===== src/rtl/count_day.sv =====
// Day-of-month counter: advances on hour carry or set pulse, wraps by month
// length (leap-aware), clamps when the month shrinks under the current day,
// and emits a registered one-cycle carry to the month counter.
module count_day (
  input  logic       i_gclk,
  input  logic       i_grst,
  input  logic       i_count_day,
  input  logic       i_set_day,
  input  logic [3:0] i_morth,
  input  logic       i_leap_year,
  output logic [4:0] o_day,
  output logic [7:0] o_day_bcd,
  output logic       o_count_morth
);

  logic [4:0] r_day;
  logic [7:0] r_day_bcd;
  logic       r_count_morth;

  logic [4:0] w_dim;
  logic [4:0] w_day_nxt;
  logic       w_inc;
  logic       w_wrap;
  logic       w_carry_nxt;
  logic [3:0] w_tens;
  logic [3:0] w_units;
  logic [3:0] w_offs;

  // Days in the current month; invalid month codes behave as 31-day months.
  always_comb begin
    w_dim = 5'd31;
    case (i_morth)
      4'd1:                      w_dim = i_leap_year ? 5'd29 : 5'd28;
      4'd3, 4'd5, 4'd8, 4'd10:   w_dim = 5'd30;
      default:                   w_dim = 5'd31;
    endcase
  end

  // Next day: wrap beats +1 so the 5-bit sum never overflows; clamp only when idle.
  always_comb begin
    w_inc       = i_count_day | i_set_day;
    w_wrap      = (r_day >= w_dim);
    w_day_nxt   = r_day;
    w_carry_nxt = 1'b0;
    if (w_inc) begin
      w_day_nxt   = w_wrap ? 5'd1 : r_day + 5'd1;
      w_carry_nxt = i_count_day & w_wrap;
    end else if (r_day > w_dim) begin
      w_day_nxt = w_dim;
    end
  end

  // BCD of the next day; the units subtraction is done mod 16 since the
  // true remainder always fits in 4 bits (30 = 14 mod 16, 20 = 4 mod 16).
  always_comb begin
    w_tens = 4'd0;
    w_offs = 4'd0;
    if (w_day_nxt >= 5'd30) begin
      w_tens = 4'd3;
      w_offs = 4'd14;
    end else if (w_day_nxt >= 5'd20) begin
      w_tens = 4'd2;
      w_offs = 4'd4;
    end else if (w_day_nxt >= 5'd10) begin
      w_tens = 4'd1;
      w_offs = 4'd10;
    end
    w_units = w_day_nxt[3:0] - w_offs;
  end

  // State register; reset overrides any pulse or clamp in the same cycle.
  always_ff @(posedge i_gclk) begin
    if (i_grst) begin
      r_day         <= 5'd1;
      r_day_bcd     <= 8'h01;
      r_count_morth <= 1'b0;
    end else begin
      r_day         <= w_day_nxt;
      r_day_bcd     <= {w_tens, w_units};
      r_count_morth <= w_carry_nxt;
    end
  end

  assign o_day         = r_day;
  assign o_day_bcd     = r_day_bcd;
  assign o_count_morth = r_count_morth;

endmodule


===== config.mk =====
export PLATFORM = sky130hd
export DESIGN_NAME = count_day
export DESIGN_NICKNAME = d
export VERILOG_FILES = /design/src/rtl/count_day.sv
export SDC_FILE = /design/constraint.sdc
export NUM_CORES = 1
export LEC_CHECK = 0
export CORE_UTILIZATION = 35
export DETAILED_ROUTE_END_ITERATION = 10
export GPL_ROUTABILITY_DRIVEN = 0
export GPL_TIMING_DRIVEN = 0
export PLACE_DENSITY = 0.67
export SKIP_CTS_REPAIR_TIMING = 1
export SYNTH_ARGS = -nofsm -noshare
export SYNTH_HDL_FRONTEND = slang
export SYNTH_SLANG_ARGS = --single-unit

===== constraint.sdc =====
create_clock -name i_gclk -period 5.4 [get_ports i_gclk]
set_input_delay 1.08 -clock i_gclk [delete_from_list [all_inputs] [get_ports i_gclk]]
set_output_delay 1.08 -clock i_gclk [all_outputs]
set_load 0.03 [all_outputs]

-- Word-level counts from Yosys, hierarchy flattened
Index checks and enable logic that the tools add are counted.
- bitwise logic cells: 3
- shifts and indexed selects: 0
- div/mod/pow operators: 0
- equality and inequality tests: 5
- $lt $le $gt $ge: 5
- add/sub/neg operators: 2
- multiply operators: 0
- reduce and logical (&&, ||, !) cells: 3
- muxes and demuxes: 11
- operators by type and width (cell ; count):
    2-to-1 mux 5 bit ; 3
    2-to-1 mux 4 bit ; 3
    >= comparator 5 bit, second input constant ; 2
    equality test 4 bit, second input constant ; 2
    adder 5 x 1 -> 5 bit, second input constant ; 1
    >= comparator 5 x 4 -> 1 bit, second input constant ; 1
    >= comparator 5 bit ; 1
    > comparator 5 bit ; 1
    equality test 4 x 1 -> 1 bit, second input constant ; 1
    equality test 4 x 2 -> 1 bit, second input constant ; 1
    equality test 4 x 3 -> 1 bit, second input constant ; 1
    2-to-1 mux 2 bit ; 2
    case mux 2 bit (2 select lines) ; 1
    OR reduction 4 bit ; 1
    subtractor 4 bit ; 1
    OR reduction 3 bit ; 1
    2-to-1 mux 1 bit ; 2
    OR reduction 2 bit ; 1
    AND 1 bit ; 1
    NOT 1 bit ; 1
    OR 1 bit ; 1
- bits in latches: 0
- bits in writable memories: 0
- input bits: 9
- register bits: 14
- word-level logic and storage cells: 33
- output and inout port bits: 14
- memories kept: 0
- ROM bits: 0

-- Logic depth before layout (Yosys ltp)
Gate-level depths: netlist of the first run.
- depth in word-level cells: 11
- mapped depth: 17
- mapped depth without buffers: 17

-- Least setup slack after synthesis of the first run
No wires, ideal clock.
- kind: input to register
- start: input i_leap_year
- end: register r_day_bcd[3] (netlist: o_day_bcd[3])
- path buffers: 0
- data arrival time: 4.105 ns
- stages on the path: 17
- library setup time: 0.134 ns
- required time: 5.266 ns
- slack: 1.161 ns
- cell sequence: inv_1 o21ai_0 mux2_2 nor2_1 a31oi_1 ha_1 nand2b_1 a21oi_2 a31oi_1 o311a_1 o21bai_1 nand2_1 ha_1 fa_1 nor2b_1 and3_1 or4_1
- word-level cells in the longest chain between the ends: 10
- elaborated cells on any way between the ends: 14
- classes of those cells: add/sub: 1; order compare: 5; mux: 8
- ends and longest elaborated chain (what ; line ; text):
    start: declaration ; 10 ; input logic i_leap_year,
    2-to-1 mux 1 bit (*) ; 33 ; 4'd1: w_dim = i_leap_year ? 5'd29 : 5'd28;
    case mux 2 bit (2 select lines) (*) ; 32 ; case (i_morth)
    > comparator 5 bit / >= comparator 5 bit (equally long branches) ; 48, 42 ;
    2-to-1 mux 5 bit, on equally long branches ; 48, 46 ;
    2-to-1 mux 5 bit (*) ; 45 ; if (w_inc) begin
    >= comparator 5 x 4 -> 1 bit ; 64 ; end else if (w_day_nxt >= 5'd10) begin
    2-to-1 mux 4 bit ; 64 ;
    2-to-1 mux 4 bit ; 61 ; end else if (w_day_nxt >= 5'd20) begin
    2-to-1 mux 4 bit (*) ; 58 ; if (w_day_nxt >= 5'd30) begin
    named net w_offs[1] ; 27 ; logic [3:0] w_offs;
    subtractor 4 bit (*) ; 68 ; w_units = w_day_nxt[3:0] - w_offs;
    end signal: assignment ; 79 ; r_day_bcd <= {w_tens, w_units};
    end: declaration ; 17 ; logic [7:0] r_day_bcd;
Mark *: on every way through the listed nets, which the timed path passes. The rest lies on a longest branch.
A chain may end at the register's enable or synchronous reset.

-- Worst setup path after layout of the first run
- start: input i_morth[3]
- end: register r_day_bcd[3] (netlist: o_day_bcd[3])
- word-level cells in the longest chain between the ends: 11
- elaborated cells on any way between the ends: 19
- classes of those cells: add/sub: 1; order compare: 5; eq/ne: 5; mux: 7; reduce/logical: 1
- ends and longest elaborated chain (what ; line ; text):
    start: declaration ; 9 ; input logic [3:0] i_morth,
    equality test 4 x 2 -> 1 bit (tied with other cells) ; 32 ;
    OR reduction 4 bit ; 32 ;
    case mux 2 bit (2 select lines) (*) ; 32 ;
    > comparator 5 bit / >= comparator 5 bit (equally long branches) ; 48, 42 ;
    2-to-1 mux 5 bit, on equally long branches ; 48, 46 ;
    2-to-1 mux 5 bit (*) ; 45 ;
    >= comparator 5 x 4 -> 1 bit ; 64 ;
    2-to-1 mux 4 bit ; 64 ;
    2-to-1 mux 4 bit ; 61 ;
    2-to-1 mux 4 bit (*) ; 58 ;
    named net w_offs[1] ; 27 ;
    subtractor 4 bit (*) ; 68 ;
Marks and branches as above.

==> results.yml, run 1 <==
outcome:
  status: "finished clean"
power_and_ir_drop:
  p_leak_nw: 0.443
  max-vdd-ir-drop_mv: 0.161
  p_per_area_mw_per_mm2: 252
  power_mw: 0.274
routing:
  routed_wl_mm: 1.76
  vias: 786
  ant_nets: 0
  drc_errors: 0
  via_per_inst: 5.28
  dr.pass1.iters: 5
  wl_per_cell_um: 11.8
  first_iter_violations: 16
sta:
  hold_viol_final: 0
  rsz0062_at_grt: "no"
  clock.fmax_mhz: 209
  period_needed_ns: 4.77
  skew_ns: 0.00451
  drv_slew: 0
  setup_viol: 0
  fin_crit_sh_pct: 88.4
  finalSetupTns_ns: 0
floorplanning:
  die_h_um: 50.4
  dieArea_sq_mm: 0.00254
  initial_utilization_pct: 37.1
  core_sq_mm: 0.00221
  fp.dieW_um: 50.4
  io_pins: 23
  row_count: 17
logic_synthesis:
  synth_area_leaders: "dfxtp_1 (27%), ha_1 (6.1%), nor2_1 (5.5%), o211ai_1 (4.6%), buf_4 (3.7%)"
  synth_edf_count: 0
  postSynthCellCount: 96
  yosysUniqueCellTypes: 45
  synth-seq-cells: 11
  yosys_warnings: 0
  ys.flop_type: "dfxtp_1"
  ys_async_sr_fraction_pct: 0
  yosys.area.top_type: "dfxtp_1"
  syn-cell-area_sq_um: 821
  seq_area_frac_synth_pct: 26.8
  syn_area_per_cell_sq_um: 8.55
  netlist.area_leader.share_pct: 26.8
clock_network:
  clk_pin_slew_ns: 0.08
  clock_path_buffers: 2
  clock-sinks: 11
  htree_num_levels: 1
  cts_tree: "built"
  clkLatencyLatePin_ns: 0.27
  clock-root-buffer: "clkbuf_4"
  cts_inserted_buffers: 3
worst_setup_path:
  r2r_end: "o_day_bcd[3]$_SDFF_PP0_"
  crit_fanout: 6
  path_class: "in -> reg"
  cp.arrival_ns: 4.93
  rr_startpoint: "o_day[0]$_SDFF_PP1_"
  rr_worst_depth: 13
  crit_path_top_delay_cell: "clkdlybuf4s50_1"
  critical_path_required_ns: 5.55
  end_kind: "register"
  worstPathCellList: "clkdlybuf4s50_1 > mux2_2 > nor2_1 > a31oi_1 > ha_1 > nand2b_1 > a21oi_2 > a31oi_1 > o311a_1 > o21bai_1 > nand2_1 > ha_1 > fa_1 > nor2b_1 > and3_1 > or4_1"
  crit_path_start_kind: "primary input"
  r2r_slack_ns: 1.89
  cp_slowest_stage_delay_ns: 0.52
grt:
  track_usage_pct: 16.2
  gr-total-overflow: 0
  antenna_found_initial: 0
  grt_pass1_wl_mm: 3.14
  grt_pass1_vias: 740
  grt_max_degree: 11
finish:
  area_growth_pct: 32.3
  drive_gt1_share_pct: 14.0
  nets: 136
  n_antenna_cell: 0
min_path:
  hold_class: "reg -> reg"
  holdPathStages: 3
  whs_endpoint: "o_day[2]$_SDFF_PP0_"
  hold_path_startpoint: "o_day[2]$_SDFF_PP0_"
flow_run:
  maxCapViolCount: 0
placed_design:
  dp_hpwl_mm: 1.34
  io_buffers: 20
kinds of logic (layout without fill, tap and decap cells):
family	Yosys count	count (layout)	synth area share, %
AOI/OAI and AO/OA	29	29	27.9
xor gates and xnor gates	1	1	1.07
adders and majority gates	5	5	8.54
buffers and inverters	10	34	7.32
DFF	11	11	26.8
muxes	1	1	1.37
other	1	2	0.457
and+or+nand+nor	38	38	26.5
how the worst max path moves through the flow:
stage                      from                      end  slack [ns]  cells past startpoint
floorplan           i_leap_year  o_day_bcd[3]$_SDFF_PP0_        1.16                     17
detailed placement   i_morth[1]  o_day_bcd[3]$_SDFF_PP0_        0.34                     17
global placement     i_morth[3]  o_day_bcd[3]$_SDFF_PP0_        0.37                     16
CTS                  i_morth[1]  o_day_bcd[3]$_SDFF_PP0_        0.62                     17
finish               i_morth[3]  o_day_bcd[3]$_SDFF_PP0_        0.63                     16
global route         i_morth[3]  o_day_bcd[3]$_SDFF_PP0_        0.34                     16
cell usage in the layout, fill, tap and decap left out, types with 3 or more instances in the layout:
cell type         n
o211ai_1          5
clkbuf_4          3
nand2_1           3
ha_1              4
inv_1             4
buf_4             4
nor2_1           12
dfxtp_1          11
a31oi_1           4
nor3_1            3
clkdlybuf4s50_1  20
a21oi_1           4
layer usage:
layer	up-vias	GRT usage (%)	share of wire (%)
met2	16	25.1	45
met5	-	0	0
met4	0	8.33	0.85
li1	403	-	-
met1	365	21.0	49
met3	2	3.33	4.5
cell usage after synthesis (3+ instances only):
cell type,number
ha_1,4
o211ai_1,5
a21oi_1,4
nand2_1,3
buf_4,4
inv_1,4
dfxtp_1,11
nor3_1,3
nor2_1,12
a31oi_1,4
sequential cells by signal (all words and copies together), names as in the netlist:
signal / flops
o_day_bcd: 5
o_count_morth: 1
o_day: 5
critical path, delay by kind of cell:
kind | cells | cell delay (ns)
simple gates | 6 | 1.11
compound gates | 5 | 0.99
fa+ha+maj | 3 | 0.87
mux | 1 | 0.34
buf+inv | 1 | 0.52
area by class of cell:
class | count | area, sq um
buffer | 6 | 45.0
clock buffer | 4 | 26.3
fill | 229 | 1130
inverter | 4 | 15.0
multi-input combinational | 76 | 544
sequential | 11 | 220
tap | 28 | 35.0
timing repair buffer | 20 | 200
power breakdown:
| part | internal, mW | total [mW] | switching, mW |
|---|---|---|---|
| clock network | 0.0286 | 0.0584 | 0.0298 |
| logic | 0.0523 | 0.120 | 0.0677 |
| registers | 0.0895 | 0.0952 | 0.00574 |
| total | 0.170 | 0.274 | 0.103 |
per-stage QoR:
| step | cell area [sq um] | util, % | setup slack (ns) | cells | hold slack [ns] |
|---|---|---|---|---|---|
| after floorplan | 825 | - | 1.16 | 97 | 0.813 |
| after global placement | 1060 | 47.9 | 0.371 | 145 | 0.753 |
| after detailed placement | 1060 | 47.9 | 0.340 | 145 | 0.758 |
| after CTS | 1090 | 49.1 | 0.619 | 149 | 0.779 |
| after global routing | 1090 | 49.1 | 0.337 | 149 | 0.839 |
| final | 1090 | 49.1 | 0.625 | 149 | 0.771 |
Note: power is estimated with default switching activity, not from simulation.
==> inputs of run 2 (changes only) <==
--- a/config.mk
+++ b/config.mk
@@ -5,11 +5,10 @@
 export SDC_FILE = /design/constraint.sdc
 export NUM_CORES = 1
 export LEC_CHECK = 0
-export CORE_UTILIZATION = 35
+export CORE_UTILIZATION = 41
 export DETAILED_ROUTE_END_ITERATION = 10
-export GPL_ROUTABILITY_DRIVEN = 0
 export GPL_TIMING_DRIVEN = 0
-export PLACE_DENSITY = 0.67
+export PLACE_DENSITY = 0.75
 export SKIP_CTS_REPAIR_TIMING = 1
 export SYNTH_ARGS = -nofsm -noshare
 export SYNTH_HDL_FRONTEND = slang
==> run 2 against run 1 <==
Against the previous run:
- cell count is 2.0% lower
- total power fell by 0.98%
- sequential share of layout area grew 0.070 points
- fmax decreased by 0.68%
- non-clock buffer count unchanged
- routed wire length rose by 0.91%
- largest power group unchanged
- worst setup slack got worse by 0.033 ns
- via count is 1.8% higher
- combinational power barely moved
- global-route usage is 2.3 points higher
- design area decreased by 0.35%
- sequential power about the same
==> results.yml, run 2 (same netlist as run 1, synthesis figures left out) <==
outcome:
  status: "finished clean"
placed_design:
  pre_cts_slack_ns: 0.356
  gp_congestion: 0.812
  io_buffers: 20
  dp_hpwl_mm: 1.32
  place_area_sq_mm: 0.00106
flow_run:
  maxCapViolCount: 0
power_and_ir_drop:
  p_int_mw: 0.170
  seqPwrFrac_pct: 35.2
  swShare_pct: 37.2
  p_leak_nw: 0.443
  p_comb_share_pct: 44.2
  p_per_area_mw_per_mm2: 250
  p_switching_mw: 0.101
  max-vdd-ir-drop_mv: 0.178
  pwr-share-clk_pct: 20.6
finish:
  layout_common_cells: "clkdlybuf4s50_1 (20), nor2_1 (12), dfxtp_1 (11)"
  layout_commonest_cell: "clkdlybuf4s50_1"
  fin_util_pct: 60.1
  nFillCells: 176
  drive_gt1_share_pct: 14.0
  ff_latch_area_sq_um: 220
  design_area_sq_mm: 0.00108
  nets: 136
  multi_input_area_sq_um: 544
  n_antenna_cell: 0
  area_growth_pct: 31.9
grt:
  gr-total-overflow: 0
  track_usage_pct: 18.5
  antenna_found_initial: 0
  grt_pass1_wl_mm: 2.88
  grt_pass1_vias: 673
  grt_max_degree: 11
sta:
  drv_slew: 0
  rsz0062_at_grt: "no"
  setup_viol: 0
  hold_viol_final: 0
  clock.fmax_mhz: 208
  finalSetupTns_ns: 0
  fin_crit_sh_pct: 89.0
  finalWorstSetupSlack_ns: 0.592
  period_needed_ns: 4.81
  skew_ns: 0.00252
  hold_ws_ns: 0.756
clock_network:
  htree_num_levels: 1
  clk_pin_slew_ns: 0.07
  cts_tree: "built"
  clock-sinks: 11
  clock_path_buffers: 2
  cts_inserted_buffers: 3
  clkLatencyLatePin_ns: 0.27
  clock-root-buffer: "clkbuf_4"
routing:
  dr.pass1.iters: 5
  ant_nets: 0
  drc_errors: 0
  first_iter_violations: 18
  vias: 800
  routed_wl_mm: 1.77
  wl_per_cell_um: 12.1
  via_per_inst: 5.48
worst_setup_path:
  crit_path_top_delay_cell: "clkdlybuf4s50_1"
  critPathBufInv: 1
  critPathTopFamily: "compound AO/OA/AOI/OAI gates"
  crit_path_start_kind: "primary input"
  cp.arrival_ns: 4.95
  path_class: "in -> reg"
  critical_path_required_ns: 5.54
  cp_slowest_stage_delay_ns: 0.52
  crit_fanout: 6
  end_kind: "register"
  worstPathCellList: "clkdlybuf4s50_1 > o21ai_0 > mux2_2 > nor2_1 > a31oi_1 > ha_1 > nand2b_1 > a21oi_2 > a31oi_1 > o311a_1 > o21bai_1 > nand2_1 > ha_1 > fa_1 > nor2b_1 > o211a_1 > or4_1"
floorplanning:
  die_h_um: 46.7
  dieArea_sq_mm: 0.00218
  fp.dieW_um: 46.7
  row_count: 15
  io_pins: 23
  core_sq_mm: 0.00180
  initial_utilization_pct: 45.6
min_path:
  hold_class: "reg -> reg"
-- run 2: cell counts in the layout (fill, tap and decap cells not counted) --
No cell type changed its count.
-- run 2: final timing paths --
check | startpoint | endpoint | slack [ns] | cells after the start
setup reg to reg | o_day[0]$_SDFF_PP1_ | o_day_bcd[3]$_SDFF_PP0_ | 1.90 | 13
hold / removal | o_day[4]$_SDFF_PP0_ | o_day[4]$_SDFF_PP0_ | 0.76 | 2
hold reg to reg | o_day[4]$_SDFF_PP0_ | o_day[4]$_SDFF_PP0_ | 0.76 | 2
setup / recovery | i_morth[0] | o_day_bcd[3]$_SDFF_PP0_ | 0.59 | 17
-- run 2: per-layer routing --
metal,track usage [%],wire (um),vias to the layer above
li1,-,-,405
met4,7.43,34,0
met3,6.15,87,4
met1,22.5,858,365
met5,0,0,-
met2,30.3,793,26
-- run 2: power by group through the flow --
stage	logic, mW	clock network [mW]	registers [mW]
3_5_place_dp	0.119	0	0.0974
2_1_floorplan	0.0661	0	0.113
6_report	0.120	0.0558	0.0954
5_1_grt	0.130	0.0613	0.0963
4_1_cts	0.120	0.0579	0.0955
3_3_place_gp	0.117	0	0.0969
-- run 2: per-stage QoR --
step | cells | power [mW]
4_1_cts | 146 | 0.273
6_report | 146 | 0.271
5_1_grt | 146 | 0.288
3_5_place_dp | 142 | 0.216
3_3_place_gp | 142 | 0.214
2_1_floorplan | 97 | 0.179
-- run 2: final cells by class --
class                      instances  share of cell area [%]
multi-input combinational         76                    50.3
sequential                        11                    20.3
timing repair buffer              20                    18.5
buffer                             6                    4.16
tap                               25                    2.89
clock buffer                       4                    2.43
inverter                           4                    1.39
-- run 2: tightest hold or removal path: stages, from the launching register on --
cell and delay [ns]:
dfxtp_1 0.44, a31oi_1 0.20, nor2_1 0.08
==> inputs of run 3 (changes only) <==
--- a/config.mk
+++ b/config.mk
@@ -9,6 +9,7 @@
 export DETAILED_ROUTE_END_ITERATION = 10
 export GPL_TIMING_DRIVEN = 0
 export PLACE_DENSITY = 0.75
+export REMOVE_ABC_BUFFERS = 1
 export SKIP_CTS_REPAIR_TIMING = 1
 export SYNTH_ARGS = -nofsm -noshare
 export SYNTH_HDL_FRONTEND = slang
==> run 3 against run 2 <==
Against the previous run:
- sequential power is 6% higher
- register-to-register slack better by 0.04 ns
- design area is 4.2% lower
- combinational power is 9% lower
- critical path type unchanged
- critical endpoint unchanged
- largest cell class unchanged
==> results.yml, run 3 (same netlist as run 1, synthesis figures left out) <==
placed_design:
  place_area_sq_mm: 0.00101
  io_buffers: 20
  gp_congestion: 0.840
  dp_hpwl_mm: 1.36
sta:
  finalSetupTns_ns: 0
  rsz0062_at_grt: "no"
  drv_slew: 0
  fin_crit_sh_pct: 89.2
  skew_ns: 0.00621
  hold_viol_final: 0
  clock.fmax_mhz: 208
  setup_viol: 0
  period_needed_ns: 4.81
min_path:
  holdPathStages: 3
  whs_endpoint: "o_day[0]$_SDFF_PP1_"
  hold_path_startpoint: "o_day[0]$_SDFF_PP1_"
  hold_class: "reg -> reg"
grt:
  grt_max_degree: 13
  gr-total-overflow: 0
  track_usage_pct: 18.2
  antenna_found_initial: 0
  grt_pass1_wl_mm: 2.90
  grt_pass1_vias: 695
clock_network:
  clock-sinks: 11
  clkLatencyLatePin_ns: 0.26
  htree_num_levels: 1
  cts_inserted_buffers: 3
  clock-root-buffer: "clkbuf_4"
  clk_pin_slew_ns: 0.07
  clock_path_buffers: 2
  cts_tree: "built"
finish:
  layout_common_cells: "clkdlybuf4s50_1 (20), nor2_1 (12), dfxtp_1 (11)"
  design_area_sq_mm: 0.00104
  area_growth_pct: 26.4
  drive_gt1_share_pct: 10.4
  nFillCells: 173
  layout_commonest_cell: "clkdlybuf4s50_1"
  nets: 130
  n_antenna_cell: 0
worst_setup_path:
  worstPathCellList: "clkdlybuf4s50_1 > mux2_2 > nor2_1 > a31oi_1 > ha_1 > nand2b_1 > a21oi_2 > a31oi_1 > o311a_1 > o21bai_1 > nand2_1 > ha_1 > fa_1 > nor2b_1 > and3_1 > or4_1"
  crit_path_top_delay_cell: "clkdlybuf4s50_1"
  cp_slowest_stage_delay_ns: 0.53
  critical_path_required_ns: 5.54
  rr_worst_depth: 13
  rr_startpoint: "o_day[0]$_SDFF_PP1_"
  path_class: "in -> reg"
  r2r_end: "o_day_bcd[3]$_SDFF_PP0_"
  cp.arrival_ns: 4.95
  critPathTopFamily: "simple AND/OR/NAND/NOR gates"
  end_kind: "register"
  crit_path_start_kind: "primary input"
  critPathBufInv: 1
  r2r_slack_ns: 1.94
  crit_fanout: 6
floorplanning:
  row_count: 15
  die_h_um: 46.7
  io_pins: 23
  initial_utilization_pct: 45.6
  core_sq_mm: 0.00180
  dieArea_sq_mm: 0.00218
  fp.dieW_um: 46.7
power_and_ir_drop:
  p_leak_nw: 0.415
  p_per_area_mw_per_mm2: 255
  max-vdd-ir-drop_mv: 0.155
routing:
  drc_errors: 0
  routed_wl_mm: 1.74
  wl_met2_um: 784
  dr_wl_met3_um: 71
  vias: 778
  highest_layer: "met4"
  via_per_inst: 5.56
  dr.pass1.iters: 4
  first_iter_violations: 24
  wl_met1_um: 866
  ant_nets: 0
  wl_per_cell_um: 12.5
outcome:
  status: "finished clean"
flow_run:
  maxCapViolCount: 0
-- run 3: cell types whose count changed in the layout (fill, tap and decap cells not counted) --
cell / change
buf_4: -4
buf_6: -1
clkbuf_1: -1
-- run 3: metrics by stage --
step	util, %	setup WS, ns	total power [mW]	cells	hold WS [ns]
4_1_cts	57.6	0.575	0.266	140	0.751
3_5_place_dp	56.1	0.300	0.210	136	0.736
5_1_grt	57.6	0.296	0.280	140	0.811
3_3_place_gp	56.1	0.359	0.207	136	0.738
6_report	57.6	0.585	0.264	140	0.753
2_1_floorplan	-	1.16	0.172	91	0.830
-- run 3: final cells by class --
| class | instances | area (sq um) | share of cell area, % |
|---|---|---|---|
| timing repair buffer | 20 | 200 | 19.3 |
| inverter | 4 | 15.0 | 1.45 |
| clock buffer | 4 | 26.3 | 2.53 |
| sequential | 11 | 220 | 21.2 |
| multi-input combinational | 76 | 544 | 52.5 |
| tap | 25 | 31.3 | 3.02 |
-- run 3: worst register-to-register path, stage by stage (launching register included) --
cell and delay, ns:
dfxtp_1 0.45, inv_1 0.07, ha_1 0.30, nand2b_1 0.17, a21oi_2 0.29, a31oi_1 0.23, o311a_1 0.21, o21bai_1 0.18
nand2_1 0.08, ha_1 0.19, fa_1 0.37, nor2b_1 0.15, and3_1 0.19, or4_1 0.47
-- run 3: routing by layer --
layer  up-vias  GRT usage [%]
li1        388              -
met1       362           24.9
met2        24           28.3
met3         4           5.77
met4         0           3.43
met5         -              0
-- run 3: worst max path at each step --
stage,start,end,slack (ns),depth (start not counted)
global placement,i_leap_year,o_day_bcd[3]$_SDFF_PP0_,0.36,18
detailed placement,i_morth[1],o_day_bcd[3]$_SDFF_PP0_,0.30,17
finish,i_morth[3],o_day_bcd[3]$_SDFF_PP0_,0.59,16
CTS,i_morth[1],o_day_bcd[3]$_SDFF_PP0_,0.57,17
floorplan,i_leap_year,o_day_bcd[3]$_SDFF_PP0_,1.16,17
global route,i_morth[1],o_day_bcd[3]$_SDFF_PP0_,0.30,17
-- run 3: report_power, final --
part	internal [mW]	total [mW]	switching, mW
clock	0.0285	0.0545	0.0260
sequential	0.0895	0.101	0.0113
combinational	0.0468	0.109	0.0622
total	0.165	0.264	0.0994
==> variant: new RTL, flow settings as in run 3 <==
Reset style: asynchronous (`i_grst`), changed in one clocked block.
--- a/src/rtl/count_day.sv
+++ b/src/rtl/count_day.sv
@@ -69,7 +69,7 @@
   end
 
   // State register; reset overrides any pulse or clamp in the same cycle.
-  always_ff @(posedge i_gclk) begin
+  always_ff @(posedge i_gclk or posedge i_grst) begin
     if (i_grst) begin
       r_day         <= 5'd1;
       r_day_bcd     <= 8'h01;
Check against the original RTL: differs if i_grst is asserted again (counterexample within 4 cycles, from zero or initial values and one cycle with i_grst high); with i_grst held inactive, the same outputs for 10 cycles.
==> variant against run 3 <==
  * Worst setup slack gained 0.58 ns
  * Routed wire length increased by 2.4%
  * Sequential cell count unchanged
  * Count of clock-buffer cells in the layout unchanged
  * Synthesized cell count is 4.2% lower
  * Final cell count decreased by 0.71%
  * Area after synthesis up 5.9%
  * Register-to-register slack better by 0.46 ns
  * Cell area rose by 5.3%
  * Die area grew 5.7%
Power is not compared: it rests on default switching activity, and its combinational part moved more than twofold at a synthesized area within 25%.
==> variant: results (changes against run 3) <==
metric,value,unit,change
mux cell area share after synthesis,2.73,%,+1.4 points
Clk Tree Root Cell,clkbuf_4,,
GRT Util Overall,16.8,%,-1.3 points
hold path start,o_day[0],,
status,"finished, final reports clean",,
DRT iter0 DRCs,17,,-29%
global-route wire length before repair,2690,µm,-7.3%
WL per Instance,12.8,µm,+3.1%
Vias/cell,5.51,,-0.83%
Worst Hold Class,reg -> reg,,
Synth cell types,47,,+4.4%
placed inst area,1070,µm²,+5.4%
CP max FO,4,,-2
Synth area leaders,"dfrtp_1 (29%), ha_1 (5.8%), a21oi_1 (3.5%), buf_4 (3.5%), dfstp_2 (3.0%)",,
FILL cells,163,,-5.8%
DP Worst Slack,0.904,ns,+0.604 ns
Synth Area in Compound Gates,26.2,%,-1.7 points
CP peak stage delay,0.54,ns,
Ys Warns,0,,unchanged
Num CTS Buffers,3,,unchanged
# diodes,0,,unchanged
Pre-Repair DR Iteration Count,4,,unchanged
number of global-route vias before repair,652,,-6.2%
RD Place Congestion,0.904,,+7.7%
CTS Buffer Depth,2,,unchanged
Adder-Cell Fraction of Synth Area,8.06,%,-0.48 points
Pleak,0.447,nW,
clock-pin slew on the worst setup and hold paths,0.06,ns,
cell family with most CP delay,compound AO/OA/AOI/OAI gates,,
Detail Placement HPWL,1430,µm,+5.3%
layout cells sized above 1,12.5,%,+2.1 points
Setup Skew,0.00195,ns,-0.00425 ns
CP arrival,4.38,ns,-0.57 ns
critical path's slowest cell,clkdlybuf4s50_1,,
CTS H-tree depth,1,,unchanged
largest net degree at the start of global routing,13,,unchanged
RR Startpoint,o_day[0],,
Post-Synth XOR/XNOR Area,2.01,%,+0.95 points
initial antenna violation count,0,,unchanged
Layout Nets,127,,-2.3%
async set-or-reset flop fraction in the synthesized netlist,100,%,+100 points
Peak VDD IR,516,µV,
Worst Setup SP,i_morth[2],,
"Seq/Total Area, Yosys",31.8,%,+5.0 points
Worst-Skew Late Latency,0.26,ns,about the same
# port buffers,20,,unchanged
Commonest cells post-synth,"dfrtp_1 (10), inv_1 (7), a21oi_1 (6), nand2_1 (6)",,
==> variant: path summary, 6_finish.rpt <==
kind	endpoint	slack (ns)	cells past startpoint
setup / recovery	o_day_bcd[3]	1.16	14
hold / removal	o_day[0]	0.64	1
setup reg to reg	o_day_bcd[3]	2.40	11
hold reg to reg	o_day[0]	0.64	1
max in group asynchronous	o_day[0]	3.97	2
min in group asynchronous	o_day[1]	1.11	2
==> variant: cells by family (layout without fill, tap and decap cells) <==
family	after synthesis	count (layout)
mux	2	2
fa+ha+maj	5	5
buf+inv	13	32
flops	11	11
compound gates	28	28
other cells	1	2
simple gates	30	30
xor+xnor	2	2
==> variant: cell type report <==
| type | count | area (µm²) | area share [%] |
|---|---|---|---|
| repair buffers | 20 | 200 | 18.3 |
| inverters | 8 | 30.0 | 2.75 |
| clock buffers | 4 | 26.3 | 2.41 |
| multi-input cells | 69 | 526 | 48.1 |
| flip-flops and latches | 11 | 277 | 25.3 |
| well taps | 27 | 33.8 | 3.09 |
==> variant: power breakdown <==
part	internal [mW]	switching (mW)	leakage (nW)
registers	0.132	0.0488	0.128
clock network	0.0285	0.0243	0.0150
logic	0.239	0.304	0.304
==> variant: stage by stage <==
stage / cells / power [mW] / utilization (%)
6_report: 139 / 0.776 / 55.1
3_3_place_gp: 135 / 0.717 / 53.8
3_5_place_dp: 135 / 0.724 / 53.8
2_1_floorplan: 88 / 0.560 / -
5_1_grt: 139 / 0.850 / 55.1
4_1_cts: 139 / 0.784 / 55.1
==> variant: layer usage <==
metal | vias to the layer above | GRT usage (%) | share of wire, % | routed length, µm
met3 | 0 | 6.04 | 7.9 | 141
met4 | 0 | 1.67 | 0 | 0
met5 | - | 0 | 0 | 0
met2 | 35 | 28.4 | 48 | 858
li1 | 375 | - | - | -
met1 | 356 | 21.4 | 44 | 785
